`src/rtl/aes_arb_pkg.sv`:
```
// rtl/aes_arb_pkg.sv - shared types and constants for the AES core arbiter
package aes_arb_pkg;

    typedef enum logic [1:0] {
        ST_IDLE = 2'd0,
        ST_LOAD = 2'd1,
        ST_BUSY = 2'd2,
        ST_RESP = 2'd3
    } arb_state_t;

    localparam int DW_DEFAULT = 128;

    // Watchdog counter width; TIMEOUT must fit in it.
    localparam int WD_W = 8;

endpackage

```
`src/rtl/rr_pick.sv`:
```
// rtl/rr_pick.sv - combinational round-robin first-set-bit picker starting at ptr
module rr_pick #(
    parameter int N  = 2,
    parameter int IW = 1
) (
    input  logic [N-1:0]  req,
    input  logic [IW-1:0] ptr,
    output logic [N-1:0]  grant,
    output logic [IW-1:0] idx,
    output logic          any
);

    int k;

    // Scan offsets from farthest to nearest so the closest set bit at/after ptr wins.
    always_comb begin
        grant = '0;
        idx   = '0;
        k     = 0;
        any   = |req;
        for (int off = N - 1; off >= 0; off--) begin
            k = int'(ptr) + off;
            if (k >= N) begin
                k = k - N;
            end
            if (req[k[IW-1:0]]) begin
                idx = k[IW-1:0];
            end
        end
        if (any) begin
            grant = N'(1) << idx;
        end
    end

endmodule

```
`src/rtl/aes_core_arbiter.sv`:
```
// rtl/aes_core_arbiter.sv - round-robin sharing of one AES cipher core with done watchdog
module aes_core_arbiter
    import aes_arb_pkg::*;
#(
    parameter int NREQ    = 2,
    parameter int DW      = DW_DEFAULT,
    parameter int TIMEOUT = 255
) (
    input  logic               clk,
    input  logic               rst,
    input  logic [NREQ-1:0]    req_valid,
    output logic [NREQ-1:0]    req_ready,
    input  logic [NREQ*DW-1:0] req_key,
    input  logic [NREQ*DW-1:0] req_text,
    output logic [NREQ-1:0]    rsp_valid,
    input  logic [NREQ-1:0]    rsp_ready,
    output logic [DW-1:0]      rsp_data,
    output logic               rsp_err,
    output logic               core_ld,
    output logic [DW-1:0]      core_key,
    output logic [DW-1:0]      core_text,
    input  logic               core_done,
    input  logic [DW-1:0]      core_text_out,
    output logic               busy
);

    localparam int IW = (NREQ > 1) ? $clog2(NREQ) : 1;

    arb_state_t      state;
    arb_state_t      state_next;
    logic [IW-1:0]   rr_ptr;
    logic [IW-1:0]   gnt_idx;
    logic [IW-1:0]   pick_idx;
    logic [NREQ-1:0] pick_grant;
    logic            pick_any;
    logic [WD_W-1:0] watchdog;
    logic [WD_W-1:0] wd_inc;
    logic            wd_expired;
    logic            done_q;
    logic            done_rise;
    logic            rsp_hs;

    rr_pick #(
        .N  (NREQ),
        .IW (IW)
    ) u_pick (
        .req   (req_valid),
        .ptr   (rr_ptr),
        .grant (pick_grant),
        .idx   (pick_idx),
        .any   (pick_any)
    );

    assign wd_inc     = watchdog + 1'b1;
    assign wd_expired = (wd_inc == WD_W'(TIMEOUT));
    assign done_rise  = core_done & ~done_q;
    assign rsp_hs     = rsp_ready[gnt_idx];

    always_ff @(posedge clk) begin
        if (rst) begin
            state <= ST_IDLE;
        end else begin
            state <= state_next;
        end
    end

    always_comb begin
        state_next = state;
        req_ready  = '0;
        rsp_valid  = '0;
        core_ld    = 1'b0;
        busy       = (state != ST_IDLE);
        case (state)
            ST_IDLE: begin
                if (pick_any) begin
                    req_ready  = pick_grant;
                    state_next = ST_LOAD;
                end
            end
            ST_LOAD: begin
                core_ld    = 1'b1;
                state_next = ST_BUSY;
            end
            ST_BUSY: begin
                if (done_rise || wd_expired) begin
                    state_next = ST_RESP;
                end
            end
            ST_RESP: begin
                rsp_valid = NREQ'(1) << gnt_idx;
                if (rsp_hs) begin
                    state_next = ST_IDLE;
                end
            end
            default: state_next = ST_IDLE;
        endcase
    end

    // A done edge coinciding with watchdog expiry is treated as success.
    always_ff @(posedge clk) begin
        if (rst) begin
            rr_ptr    <= '0;
            gnt_idx   <= '0;
            core_key  <= '0;
            core_text <= '0;
            rsp_data  <= '0;
            rsp_err   <= 1'b0;
            watchdog  <= '0;
            done_q    <= 1'b0;
        end else begin
            done_q <= core_done;
            case (state)
                ST_IDLE: begin
                    if (pick_any) begin
                        gnt_idx   <= pick_idx;
                        core_key  <= req_key[int'(pick_idx)*DW +: DW];
                        core_text <= req_text[int'(pick_idx)*DW +: DW];
                    end
                end
                ST_LOAD: begin
                    watchdog <= '0;
                end
                ST_BUSY: begin
                    watchdog <= wd_inc;
                    if (done_rise) begin
                        rsp_data <= core_text_out;
                        rsp_err  <= 1'b0;
                    end else if (wd_expired) begin
                        rsp_data <= '0;
                        rsp_err  <= 1'b1;
                    end
                end
                ST_RESP: begin
                    if (rsp_hs) begin
                        rr_ptr <= (gnt_idx == IW'(NREQ - 1)) ? '0 : gnt_idx + 1'b1;
                    end
                end
                default: ;
            endcase
        end
    end

endmodule

```
`config.mk`:
```
export PLATFORM = sky130hd
export DESIGN_NAME = aes_core_arbiter
export DESIGN_NICKNAME = d
export VERILOG_FILES = /design/src/rtl/aes_arb_pkg.sv /design/src/rtl/rr_pick.sv /design/src/rtl/aes_core_arbiter.sv
export SDC_FILE = /design/constraint.sdc
export NUM_CORES = 1
export LEC_CHECK = 0
export BUFFER_PORTS_ARGS = -buffer_cell sky130_fd_sc_hd__buf_2
export CORE_AREA = 2 2 410 412
export CTS_CLUSTER_SIZE = 28
export DETAILED_ROUTE_END_ITERATION = 10
export DIE_AREA = 0 0 412 414
export SLEW_MARGIN = 10
export SYNTH_ARGS = -nofsm -noshare
export SYNTH_HDL_FRONTEND = slang
export SYNTH_HIERARCHICAL = 1
export SYNTH_SLANG_ARGS = --single-unit
```
`constraint.sdc`:
```
create_clock -name clk -period 2.4 [get_ports clk]
set_clock_uncertainty 0.05 [all_clocks]
set_input_delay 0.12 -clock clk [delete_from_list [all_inputs] [get_ports clk]]
set_output_delay 0.12 -clock clk [all_outputs]
set_load 0.005 [all_outputs]
```
==> results.txt <==
Status -> finished, final reports clean
Core Rows -> 150
Initial drt markers -> 1135
DRT antenna net count -> 0
Die width -> 412 microns
Worst setup SP type -> flop
Clock share of power -> 0.284
Worst stage delay on the critical path -> 0.58 ns
Pre-Repair DR Iteration Count -> 5
RR Startpoint -> rr_ptr$_SDFFE_PP0P_
Slew HR -> 0.529
Placed cells -> 4690
Crit path capture -> core_key[87]$_SDFFE_PP0P_
Drt wl/cell -> 23.7 microns
Top-Level Pins -> 1038
Slew @ Worst Pin -> 0.707 ns
CP endpoint kind -> flop
Data required time at the worst endpoint -> 2.90 ns
Cell family with most CP delay -> buffers and inverters
Total power -> 28500 uW
Synthesized area -> 16000 sq um
Net Sw Frac -> 0.381
FF-to-FF path depth -> 7
Int Pwr -> 17600 uW
Power per cell area -> 885 nW/um^2
RePlAce Congestion -> 0.996
Vias/cell -> 3.62
Fillers -> 18300
Most area-hungry cell type in the Yosys netlist -> dfxtp_1
IR drop worst, VDD -> 0.557 mV
Area grow syn2layout -> 102%
Layout cells sized above 1 -> 0.370
Port buffer count -> 1037
Sequential fraction of the synthesis area -> 0.499
Share of the synthesized area in the top cell type -> 0.499
Simple-Gate Fraction of Synth Area -> 0.0790
Synthesized net count -> 2196
TritonCTS Buffers -> 52
Critical path depth in cells -> 7
Critical path type -> reg2reg
First-pass GRT wire length -> 168000 microns
Sequential cell area -> 7970 sq um
Total wire length -> 129000 microns
Initial antenna violation count -> 66
Synth Flop Type -> dfxtp_1
Root Buffer -> clkbuf_16
GRT Resource Usage Total -> 0.143
Comb power frac -> 0.394
WP buf/inv -> 4
Critical Path Start -> rr_ptr$_SDFFE_PP0P_
Post-Synth Adder-Cell Area -> 0.00470
Static Leakage -> 0.0142 uW
Flop pwr share -> 0.322
Post-synth EDFFs -> 0
Worst reg2reg path endpoint -> core_key[87]$_SDFFE_PP0P_
Final Hold Vio Count -> 0
YS warnings -> 6
Number of global-route vias before repair -> 20200
Via count -> 19800
Reg2reg setup slack -> 0.09 ns
Overflow left after global routing -> 0
Fmax -> 433 MHz
Drt drc -> 0
Multi-input gate area -> 7190 sq um
Nets@finish -> 3840
Clock Sinks -> 398
Max FO, Critical Path -> 35
P_sw -> 10900 uW
Clk_lat worst skew -> 0.69 ns
Final worst-path cycle share -> 0.963
Synth unique cells -> 40
Post-synthesis xor/xnor area fraction -> 0.000549
Clock buffer depth -> 3
Max-cap violation count -> 0
Synth Area per Inst -> 10.3 sq um
Final setup violation count -> 0
Max-slew violation count -> 0
Clock slew at reported path FFs -> 0.06 ns
Synthesized instance count -> 1543
Starting Density -> 0.0960
Compound-Gate Fraction of Synth Area -> 0.201
Core area -> 166000 sq um
Synth Register Bits -> 398
Pin count of the biggest net entering global routing -> 126
Height of the die -> 414 microns
CTS tree -> built
Crit path DAT -> 2.81 ns
Minimum clock period -> 2.31 ns
DP HPWL -> 104000 microns
Hold Path Class -> in2reg
Cells along the critical path -> inv_1, a21boi_4, buf_4, buf_12, mux2i_1, dlygate4sd3_1, a211oi_1
Die Footprint -> 171000 sq um
Setup_tns -> 0 ns
Largest family of logic cells by synthesized area -> compound AO/OA/AOI/OAI gates
Slowest cell on the critical path -> dlygate4sd3_1
Top post-synthesis cells by area -> dfxtp_1, mux2i_1, a211oi_1
RSZ-0062 raised after global routing -> no
H-tree depth -> 2
Final cell count without fillers -> 5458
Synth async-reset ratio -> 0
Mux cell area share after synthesis -> 0.162
==> cells in the mapped netlist, types with 2 or more instances <==
cell	n
nand2b_1	3
a21boi_1	3
ha_1	6
nor2b_1	2
and2_1	2
a21oi_1	12
a211oi_1	256
and3_1	3
buf_6	5
a22o_1	128
dfxtp_1	398
clkbuf_1	95
buf_12	11
nor3b_1	3
buf_2	19
o21ai_0	3
buf_4	2
nand2_1	14
mux2i_1	259
nor2_1	269
nor3_1	5
inv_1	8
nand3_1	5
buf_1	16
==> registers in the layout (all words and copies together) (netlist names) <==
| register | cells |
|---|---|
| core_text | 128 |
| state | 2 |
| core_key | 128 |
| watchdog | 8 |
| rsp_err | 1 |
| gnt_idx | 1 |
| rr_ptr | 1 |
| done_q | 1 |
| rsp_data | 128 |
==> how the worst min path moves through the flow <==
stage	cells after the start	to	start
CTS	4	core_text[5]$_SDFFE_PP0P_	req_text[5]
floorplan	1	done_q$_SDFF_PP0_	rst
detailed placement	2	rsp_data[39]$_SDFFE_PP0P_	core_text_out[39]
finish	4	core_text[13]$_SDFFE_PP0P_	req_text[13]
global placement	2	rsp_data[68]$_SDFFE_PP0P_	core_text_out[68]
global route	4	core_text[13]$_SDFFE_PP0P_	req_text[13]
==> layout make-up <==
| type | instances | share of cell area |
|---|---|---|
| Antenna cell | 28 | 0.00218 |
| Clock buffer | 75 | 0.0468 |
| Clock inverter | 18 | 0.00754 |
| Inverter | 8 | 0.000932 |
| Multi-Input combinational cell | 988 | 0.223 |
| Sequential cell | 398 | 0.247 |
| Tap cell | 2204 | 0.0856 |
| Timing Repair Buffer | 1739 | 0.386 |
==> per-layer routing <==
layer,global-route usage,vias up,share of wire,wire [microns]
met1,0.156,9560,0.38,48700
met5,0,-,0.00090,117
met4,0.0562,16,0.044,5760
li1,-,8992,-,-
met3,0.0571,250,0.098,12700
met2,0.247,964,0.48,62200
==> power by group through the flow <==
stage	logic (uW)	clock network [uW]	registers (uW)
after floorplan	4580	0	9340
after global placement	9970	0	9200
after detailed placement	10100	0	9240
after CTS	11300	8380	9140
after global routing	12300	8560	9340
final	11200	8080	9180
==> logic make-up (layout without fill, tap and decap cells) <==
kind of cell,count (synthesis),after routing
AO/OA/AOI/OAI,409,409
flip-flops,398,398
AND/OR/NAND/NOR,313,313
multiplexers,259,259
buffers and inverters,157,1840
adder cells (fa/ha/maj),6,6
XOR/XNOR,1,1
other,0,28
==> per-stage QoR <==
step                setup slack, ns   util  hold slack, ns  cell area [sq um]
floorplan                     0.512      -           0.149              16000
global placement              0.113  0.143           0.286              23800
detailed placement           0.0888  0.143           0.290              23800
CTS                          0.0127  0.192         0.00323              32000
global route                0.00675  0.194          0.0282              32200
finish                       0.0894  0.194          0.0431              32200
==> worst register-to-register path, delay by kind of cell (launching register included) <==
kind	cells	cell delay (ns)
DFF	1	0.35
AOI/OAI and AO/OA	2	0.45
buffers and inverters	4	1.09
muxes	1	0.25
==> layout by cell type, fill, tap and decap left out, types with 2 or more instances in the layout <==
| cell | instances |
|---|---|
| buf_16 | 4 |
| ha_1 | 5 |
| clkbuf_16 | 55 |
| nand3_1 | 5 |
| mux2i_1 | 259 |
| nor3b_1 | 3 |
| nor2b_1 | 2 |
| buf_4 | 35 |
| buf_2 | 1036 |
| clkbuf_1 | 11 |
| clkinv_16 | 3 |
| dfxtp_1 | 397 |
| nor2_1 | 269 |
| a211oi_1 | 255 |
| a21oi_1 | 12 |
| clkinv_2 | 4 |
| bufinv_16 | 2 |
| a22o_1 | 128 |
| buf_12 | 19 |
| inv_1 | 8 |
| nand2b_1 | 3 |
| and3_1 | 2 |
| clkinvlp_4 | 7 |
| diode_2 | 28 |
| dlygate4sd3_1 | 640 |
| nand2_1 | 14 |
| clkbuf_8 | 12 |
| a21boi_1 | 2 |
| o21ai_0 | 3 |
| nor3_1 | 5 |
==> repair_timing <==
item	4_1_cts	5_1_grt
hold buffers	640	0
gates resized for setup	0	9
buffers inserted	0	4
hold endpoints to repair	394	0
endpoints found under the setup margin	0	129
(Power assumes the default switching activity.)
